==> config.mk <==
export PLATFORM = sky130hd
export DESIGN_NAME = gesture_uart_tx_flat
export DESIGN_NICKNAME = d
export VERILOG_FILES = /design/src/rtl/gesture_uart_tx_if.sv /design/src/rtl/gesture_uart_tx.sv /design/src/flat_wrapper.sv
export SDC_FILE = /design/constraint.sdc
export NUM_CORES = 1
export LEC_CHECK = 0
export CORE_AREA = 5 5 105 107
export CTS_CLUSTER_DIAMETER = 200
export DETAILED_ROUTE_END_ITERATION = 8
export DIE_AREA = 0 0 110 112
export PLACE_DENSITY_LB_ADDON = 0.1
export RECOVER_POWER = 100
export SYNTH_ARGS = -nofsm -noshare
export SYNTH_HDL_FRONTEND = slang
export SYNTH_SLANG_ARGS = --single-unit
==> constraint.sdc <==
create_clock -name clk -period 5.25 [get_ports clk]
set_input_delay 1.3125 -clock clk [delete_from_list [all_inputs] [get_ports clk]]
set_output_delay 1.3125 -clock clk [all_outputs]
set_load 0.02 [all_outputs]
==> src/rtl/gesture_uart_tx_if.sv <==
// gesture_uart_tx_if: classifier-side input and serial-side outputs of the
// gesture UART transmitter.
interface gesture_uart_tx_if;
    logic [7:0] gesture_data;
    logic [7:0] stable_gesture;
    logic       uart_tx;
    logic       tx_busy;
    logic       tx_done;

    modport master (output gesture_data, input stable_gesture, uart_tx, tx_busy, tx_done);
    modport slave  (input gesture_data, output stable_gesture, uart_tx, tx_busy, tx_done);
endinterface

==> src/rtl/gesture_uart_tx.sv <==
// gesture_uart_tx: debounces the classifier's gesture code and sends each newly
// accepted code, plus periodic keep-alive repeats, as an 8N1 UART frame.
//
// state | meaning
// IDLE  | line high, waiting for a pending request
// START | start bit, line low
// DATA  | eight data bits, LSB first
// STOP  | stop bit, line high; tx_done on its last cycle
module gesture_uart_tx #(
    parameter int CLKS_PER_BIT  = 104,
    parameter int STABLE_CYCLES = 120000,
    parameter int REPEAT_CYCLES = 1200000
) (
    input  logic             clk,
    input  logic             r_rstn,
    gesture_uart_tx_if.slave bus
);
    localparam int BIT_W  = (CLKS_PER_BIT > 1) ? $clog2(CLKS_PER_BIT) : 1;
    localparam int STAB_W = $clog2(STABLE_CYCLES + 1);
    localparam int REP_W  = (REPEAT_CYCLES > 1) ? $clog2(REPEAT_CYCLES) : 1;
    localparam logic [BIT_W-1:0]  BIT_LOAD  = BIT_W'(CLKS_PER_BIT - 1);
    localparam logic [STAB_W-1:0] STAB_LAST = STAB_W'(STABLE_CYCLES - 1);
    localparam logic [STAB_W-1:0] STAB_MAX  = STAB_W'(STABLE_CYCLES);
    localparam logic [REP_W-1:0]  REP_LOAD  = REP_W'((REPEAT_CYCLES > 0) ? REPEAT_CYCLES - 1 : 0);
    localparam bit                REP_EN    = (REPEAT_CYCLES > 0);

    typedef enum logic [1:0] {IDLE, START, DATA, STOP} state_t;

    state_t            state, state_nxt;
    logic [7:0]        candidate;
    logic [STAB_W-1:0] stab_cnt;
    logic [7:0]        stable_q;
    logic              pend;
    logic [7:0]        pend_byte;
    logic [7:0]        shift_reg;
    logic [BIT_W-1:0]  bit_tmr;
    logic [2:0]        bit_idx;
    logic [REP_W-1:0]  rep_tmr;

    logic same, qualify, accept, bit_tc, launch, rep_run, rep_fire;
    logic uart_tx_c, tx_busy_c, tx_done_c;

    assign same    = (bus.gesture_data == candidate);
    // With a one-sample window the first differing sample already qualifies.
    assign qualify = same ? (stab_cnt == STAB_LAST) : (STABLE_CYCLES == 1);
    assign accept  = qualify && (bus.gesture_data != 8'h00) && (bus.gesture_data != stable_q);
    assign bit_tc  = (bit_tmr == '0);
    assign launch  = pend && ((state == IDLE) || ((state == STOP) && bit_tc));
    assign rep_run  = REP_EN && (state == IDLE) && !pend && (stable_q != 8'h00);
    assign rep_fire = rep_run && (rep_tmr == '0);

    always_ff @(posedge clk) begin
        if (!r_rstn) begin
            candidate <= 8'h00;
            stab_cnt  <= '0;
            stable_q  <= 8'h00;
        end else begin
            if (!same) begin
                candidate <= bus.gesture_data;
                stab_cnt  <= STAB_W'(1);
            end else if (stab_cnt != STAB_MAX) begin
                stab_cnt <= stab_cnt + 1'b1;
            end
            if (qualify)
                stable_q <= bus.gesture_data;
        end
    end

    // Launch consumes the old request first, so a same-cycle acceptance
    // stays pending for the next frame instead of touching shift_reg.
    always_ff @(posedge clk) begin
        if (!r_rstn) begin
            pend      <= 1'b0;
            pend_byte <= 8'h00;
            shift_reg <= 8'h00;
            rep_tmr   <= REP_LOAD;
        end else begin
            if (launch) begin
                shift_reg <= pend_byte;
                pend      <= 1'b0;
            end
            if (accept) begin
                pend      <= 1'b1;
                pend_byte <= bus.gesture_data;
            end else if (rep_fire) begin
                pend      <= 1'b1;
                pend_byte <= stable_q;
            end
            if (launch || accept || rep_fire)
                rep_tmr <= REP_LOAD;
            else if (rep_run)
                rep_tmr <= rep_tmr - 1'b1;
        end
    end

    always_ff @(posedge clk) begin
        if (!r_rstn) begin
            bit_tmr <= BIT_LOAD;
            bit_idx <= 3'd0;
        end else begin
            if (launch || ((state != IDLE) && bit_tc))
                bit_tmr <= BIT_LOAD;
            else if (state != IDLE)
                bit_tmr <= bit_tmr - 1'b1;
            if (state == START)
                bit_idx <= 3'd0;
            else if ((state == DATA) && bit_tc)
                bit_idx <= bit_idx + 1'b1;
        end
    end

    always_ff @(posedge clk) begin
        if (!r_rstn)
            state <= IDLE;
        else
            state <= state_nxt;
    end

    always_comb begin
        state_nxt = state;
        case (state)
            IDLE:    if (pend) state_nxt = START;
            START:   if (bit_tc) state_nxt = DATA;
            DATA:    if (bit_tc && (bit_idx == 3'd7)) state_nxt = STOP;
            STOP:    if (bit_tc) state_nxt = pend ? START : IDLE;
            default: state_nxt = IDLE;
        endcase
    end

    always_comb begin
        uart_tx_c = 1'b1;
        tx_busy_c = 1'b0;
        tx_done_c = 1'b0;
        case (state)
            START: begin
                uart_tx_c = 1'b0;
                tx_busy_c = 1'b1;
            end
            DATA: begin
                uart_tx_c = shift_reg[bit_idx];
                tx_busy_c = 1'b1;
            end
            STOP: begin
                tx_busy_c = 1'b1;
                tx_done_c = bit_tc;
            end
            default: ;
        endcase
    end

    assign bus.uart_tx        = uart_tx_c;
    assign bus.tx_busy        = tx_busy_c;
    assign bus.tx_done        = tx_done_c;
    assign bus.stable_gesture = stable_q;
endmodule

==> src/flat_wrapper.sv <==
// flat-port wrapper written by rule: the top's interface ports become plain ports
module gesture_uart_tx_flat 
#(
    parameter int CLKS_PER_BIT  = 104,
    parameter int STABLE_CYCLES = 120000,
    parameter int REPEAT_CYCLES = 1200000
)
  (clk, r_rstn, bus_gesture_data, bus_stable_gesture, bus_uart_tx, bus_tx_busy, bus_tx_done);
  gesture_uart_tx_if bus_i ();
  input  logic clk;
  input  logic r_rstn;
  input wire logic [$bits(bus_i.gesture_data)-1:0] bus_gesture_data;
  output wire logic [$bits(bus_i.stable_gesture)-1:0] bus_stable_gesture;
  output wire logic [$bits(bus_i.uart_tx)-1:0] bus_uart_tx;
  output wire logic [$bits(bus_i.tx_busy)-1:0] bus_tx_busy;
  output wire logic [$bits(bus_i.tx_done)-1:0] bus_tx_done;
  assign bus_i.gesture_data = bus_gesture_data;
  assign bus_stable_gesture = bus_i.stable_gesture;
  assign bus_uart_tx = bus_i.uart_tx;
  assign bus_tx_busy = bus_i.tx_busy;
  assign bus_tx_done = bus_i.tx_done;
  gesture_uart_tx #(.CLKS_PER_BIT(CLKS_PER_BIT), .STABLE_CYCLES(STABLE_CYCLES), .REPEAT_CYCLES(REPEAT_CYCLES)) u_core (.clk(clk), .r_rstn(r_rstn), .bus(bus_i));
endmodule
==> results of run 1 <==
-- placed cells by master (no fill, tap or decap), types with 6 or more instances in the layout --
cell,n
dfxtp_1,83
xor2_1,36
xnor2_1,22
nand2_1,32
a21oi_1,20
clkdlybuf4s50_1,6
ha_1,11
clkbuf_8,10
nor2_1,41
and2_1,7
o31ai_1,9
or3_1,7
dlygate4sd3_1,14
nand3_1,26
mux2i_1,22
inv_1,16
nor4_1,16
nor3_1,17
-- worst max-delay path, cell delays in order --
cell and delay (ns):
dlygate4sd3_1 0.64, xor2_1 0.18, nor4_1 0.48, nand4_1 0.15
clkbuf_1 0.36, o21ai_0 0.79, nor3_1 0.12
-- power groups by stage --
stage	Combinational, uW	Sequential, uW	Clock, uW
final	113	648	485
after global routing	128	649	533
after CTS	118	648	502
after detailed placement	118	662	0
after global placement	115	662	0
after floorplan	74.6	661	0
-- how the worst max path moves through the flow --
stage | from | endpoint | slack, ns | cells past startpoint
2_1_floorplan | bus_gesture_data[4] | u_core.pend | 2.51 | 6
3_3_place_gp | bus_gesture_data[2] | u_core.rep_tmr[7] | 1.60 | 7
3_5_place_dp | bus_gesture_data[6] | u_core.rep_tmr[9] | 1.49 | 6
4_1_cts | u_core.bit_idx[0] | bus_uart_tx | 1.76 | 4
5_1_grt | bus_gesture_data[5] | u_core.rep_tmr[19] | 1.13 | 7
6_report | bus_gesture_data[5] | u_core.rep_tmr[7] | 1.42 | 7
-- routing by layer --
layer	global-route usage	routed length (um)
met1	0.196	4130
met2	0.237	4050
met3	0.0267	209
met4	0.0673	129
met5	0	0
-- per-stage QoR --
stage,power (uW),cell area [sq um],hold slack (ns),setup slack [ns]
2_1_floorplan,735,3960,0.452,2.51
3_3_place_gp,777,4300,0.471,1.60
3_5_place_dp,780,4300,0.482,1.49
4_1_cts,1270,4500,0.504,1.76
5_1_grt,1310,4490,0.549,1.13
6_report,1250,4490,0.503,1.42
-- kinds of logic after synthesis --
kind of cell    after synthesis  share of synthesized area
buf+inv                      31                     0.0300
fa+ha+maj                    11                     0.0347
xor+xnor                     58                      0.128
flops                        83                      0.419
mux                          24                     0.0670
compound gates               45                     0.0711
simple gates                187                      0.250
-- cell type report --
cell class | instances | share of cell area
repair buffers | 23 | 0.0471
well taps | 136 | 0.0379
clock inverters | 6 | 0.0159
multi-input cells | 325 | 0.485
flip-flops and latches | 83 | 0.370
clock buffers | 10 | 0.0306
inverters | 16 | 0.0134
==> run_results.csv, run 1 <==
group,metric,value,unit
timing,worst_slew_pin_slew,0.924,ns
timing,period_share,0.729,
placed_design,gp_congestion,0.810,
timing,max_clock_freq,0.261,GHz
finish,instances_no_fill,599,
drt,drt_iter0_drc,209,
critical_path,required,5.45,ns
global_route,grt-ovfl-total,0,
timing,finalSetupViolCount,0,
floorplanning,fp.dieW,110,um
finish,layout.nets,479,
global_route,grt_pass1_vias,2993,
floorplanning,die_area,12300,sq um
clock_tree,cts_buffer_depth,2,
finish,reg.largest.list,"u_core.rep_tmr (21), u_core.stab_cnt (17)",
global_route,antenna_found_initial,0,
yosys,synthCells,439,
placed_design,placed_cells,583,
clock_tree,postCtsHoldBufs,0,
pwr,combPwrFrac,0.091,
min_path,min-delay-start,"u_core.shift_reg[5]",
clock_tree,cts-root-buf,"clkbuf_8",
drt,via_count,3030,
global_route,grt_max_degree,22,
finish,final_core_util,0.447,
timing,setup_tns,0,ns
finish,diodes,0,
floorplanning,coreArea,10000,sq um
yosys,postSynthAreaPerCell,9.02,sq um
pwr,seq_power_share,0.520,
yosys,netlist_area,3960,sq um
pwr,switching_share,0.259,
critical_path,crit_fanout,18,
finish,top_register,"u_core.rep_tmr",
critical_path,timing_worst_setup_path_type,"input port to flop",
critical_path,critPathCaptureType,"flop",
pwr,power.internal,923,uW
floorplanning,die_h,112,um
yosys,synthFlopType,"dfxtp_1",
placed_design,io_buffers,20,
timing,maxSlewHeadroom,0.384,
clock_tree,cts_resized,0,
finish,drive_gt1_frac,0.0497,
clock_tree,cts_setup_buffers,0,
yosys,async_reset_ff_frac,0,
placed_design,place_hpwl,6220,um
clock_tree,numCtsBuffers,9,
timing,hold_viol,0,
yosys,synth_common_cells,"dfxtp_1, nor2_1, xor2_1",
timing,rsz0062_at_grt,"no",
flow_run,drv_cap,0,
pwr,p_sw,322,uW
drt,dr.pass1.iters,4,
finish,synthToLayoutAreaGrowth,13.4,%
clock_tree,cts_sinks,83,
finish,multiInputGateArea,2180,sq um
finish,largest_reg_flops,21,
drt,drc,0,
finish,seq_area,1660,sq um
min_path,holdPathEnd,"u_core.shift_reg[5]",
pwr,power.leakage,0.00162,uW
drt,routed_wl,8520,um
floorplanning,ios,21,
yosys,synth_area_leader_cell,"dfxtp_1",
timing,fin_skew,0.0129,ns
clock_tree,cts_tree,"yes",
clock_tree,worstSkewPairLatency,0.35,ns
pwr,power.density,277,nW/um^2
clock_tree,path_clk_slew,0.09,ns
critical_path,reg2reg_from,"u_core.stab_cnt[12]",
finish,nFillCells,1025,
yosys,synth-seq-cells,83,
floorplanning,num_rows,37,
global_route,grt_pass1_wl,14800,um
critical_path,critPathArrivalTime,4.03,ns
drt,vias_per_cell,5.06,
drt,drtAntennaViolNets,0,
drt,wl_per_cell,14.2,um
yosys,synth_area_leaders,"dfxtp_1, xor2_1, mux2i_1",
yosys,synth_nets,460,
clock_tree,h-tree-depth,3,
min_path,min_path_type,"flop to flop",
min_path,hold_depth,2,
critical_path,r2r_cells,6,
floorplanning,initial_core_util,0.394,
yosys,ys_types,45,
critical_path,reg2reg_to,"u_core.rep_tmr[7]",
critical_path,cp-start-kind,"input port",
pwr,peakVddDrop,0.109,mV
yosys,synth.top_cell.area_share,0.419,
yosys,synth_edf_count,0,
global_route,grtUsageTotal,0.150,
critical_path,rrSetupSlack,2.54,ns
yosys,yosysMostFrequentCell,"dfxtp_1",
timing,period_needed,3.83,ns
yosys,seq_area_frac_synth,0.419,
yosys,yosys_warnings,0,
outcome,status,"finished clean",
timing,maxSlewViolCount,0,
pwr,clockPowerShare,0.389,
(Power assumes the default switching activity.)
==> inputs of run 2 (changes only) <==
==> constraint.sdc (replaced) <==
create_clock -name clk -period 3.5 [get_ports clk]
set_input_delay 0.875 -clock clk [delete_from_list [all_inputs] [get_ports clk]]
set_output_delay 0.875 -clock clk [all_outputs]
set_load 0.02 [all_outputs]
==> run_results.csv, run 2 (synthesized netlist as in run 1, its figures left out) <==
group,metric,value,unit
outcome,status,"finished clean",
clock_tree,cts-root-buf,"clkbuf_8",
global_route,grtUsageTotal,0.155,
pwr,combPwrFrac,0.095,
pwr,peakVddDrop,0.155,mV
global_route,grt_max_degree,21,
pwr,seq_power_share,0.542,
clock_tree,worstSkewPairLatency,0.34,ns
placed_design,place_hpwl,6290,um
pwr,p_sw,445,uW
clock_tree,numCtsBuffers,9,
clock_tree,cts_sinks,83,
critical_path,timing_worst_setup_path_type,"flop to output pin",
critical_path,r2r_cells,7,
finish,layout_commonest_cell,"dfxtp_1",
clock_tree,h-tree-depth,3,
timing,fin_skew,0.0111,ns
floorplanning,ios,21,
placed_design,gp_congestion,0.885,
floorplanning,coreArea,10000,sq um
timing,maxSlewHeadroom,0.416,
placed_design,placed_area,4310,sq um
critical_path,reg2reg_from,"u_core.rep_tmr[0]",
min_path,min-delay-start,"u_core.rep_tmr[20]",
clock_tree,cts_buffer_depth,2,
finish,drive_gt1_frac,0.0517,
placed_design,io_buffers,20,
global_route,grt-ovfl-total,0,
drt,wl_per_cell,14.4,um
pwr,clockPowerShare,0.363,
critical_path,rrSetupSlack,0.85,ns
min_path,hold_depth,2,
min_path,min_path_type,"flop to flop",
clock_tree,cts_resized,0,
timing,period_share,0.895,
global_route,grt_pass1_vias,3151,
critical_path,required,2.62,ns
pwr,power.internal,1350,uW
pwr,power.density,400,nW/um^2
floorplanning,fp.dieW,110,um
global_route,use_met3,0.0278,
drt,via_count,3077,
drt,vias_per_cell,5.13,
global_route,grt_pass1_wl,15400,um
drt,drc,0,
timing,maxSlewViolCount,0,
global_route,grt_util_met1,0.205,
global_route,use_met2,0.248,
finish,layout.nets,481,
critical_path,cp-start-kind,"flop",
drt,drt_iter0_drc,189,
timing,period_needed,3.13,ns
clock_tree,path_clk_slew,0.09,ns
timing,setup_tns,0,ns
finish,largest_reg_flops,21,
drt,dr.pass1.iters,6,
global_route,grt-busiest-layer,"met2",
clock_tree,cts_setup_buffers,0,
pwr,power.leakage,0.00162,uW
clock_tree,postCtsHoldBufs,0,
critical_path,critPathCaptureType,"output pin",
critical_path,critPathArrivalTime,2.26,ns
floorplanning,die_h,112,um
timing,max_clock_freq,0.319,GHz
critical_path,crit_fanout,4,
flow_run,drv_cap,0,
pwr,switching_share,0.248,
finish,top_register,"u_core.rep_tmr",
finish,diodes,0,
floorplanning,num_rows,37,
finish,reg.largest.list,"u_core.rep_tmr (21), u_core.stab_cnt (17)",
finish,postLayoutCellArea,4480,sq um
timing,finalSetupViolCount,0,
floorplanning,die_area,12300,sq um
critical_path,reg2reg_to,"u_core.pend_byte[7]",
timing,hold_viol,0,
clock_tree,cts_tree,"yes",
timing,worst_slew_pin_slew,0.876,ns
drt,drtAntennaViolNets,0,
min_path,holdPathEnd,"u_core.rep_tmr[20]",
timing,rsz0062_at_grt,"no",
global_route,antenna_found_initial,0,
finish,synthToLayoutAreaGrowth,13.1,%
floorplanning,initial_core_util,0.394,
drt,routed_wl,8630,um
finish,final_cell_mix,"dfxtp_1, nor2_1, xor2_1",
## run 2: worst max-delay path by stage
stage | start | end | slack, ns | cells past startpoint
floorplan | bus_gesture_data[4] | u_core.pend | 1.20 | 6
global placement | bus_gesture_data[4] | u_core.rep_tmr[8] | 0.42 | 6
detailed placement | bus_gesture_data[4] | u_core.rep_tmr[8] | 0.46 | 6
CTS | u_core.bit_idx[0] | bus_uart_tx | 0.43 | 4
global route | bus_gesture_data[4] | u_core.rep_tmr[7] | 0.16 | 8
finish | u_core.bit_idx[0] | bus_uart_tx | 0.37 | 4
## run 2: layer usage
layer  vias up  wire length, um
li1       1577                -
met1      1457             4200
met2        32             4100
met3        11              221
met4         0              116
met5         -                0
## run 2: area by class of cell
class                      count  area (sq um)
timing repair buffer          25           226
multi-input combinational    325          2180
clock buffer                   9           124
sequential                    83          1660
fill                        1006          5570
tap                          136           170
inverter                      16          60.1
clock inverter                 6          57.6
## run 2: power by group through the flow
stage	registers, uW	clock network [uW]	logic, uW
2_1_floorplan	991	0	112
6_report	972	652	171
4_1_cts	972	680	178
3_5_place_dp	994	0	178
3_3_place_gp	993	0	176
5_1_grt	975	732	195
## run 2: metrics by stage
| step | hold WS [ns] | cells | worst slack [ns] | power (uW) | util |
|---|---|---|---|---|---|
| global route | 0.526 | 600 | 0.161 | 1900 | 0.446 |
| detailed placement | 0.480 | 585 | 0.461 | 1170 | 0.429 |
| finish | 0.484 | 600 | 0.368 | 1790 | 0.446 |
| global placement | 0.471 | 585 | 0.418 | 1170 | 0.429 |
| CTS | 0.491 | 600 | 0.431 | 1830 | 0.447 |
| floorplan | 0.452 | 439 | 1.20 | 1100 | - |
## run 2: critical path, cell delays in order, from the launching register on
cell and delay, ns:
dfxtp_1 0.46, mux4_2 0.55, mux2i_1 0.14, mux2i_1 0.10, dlygate4sd3_1 0.66
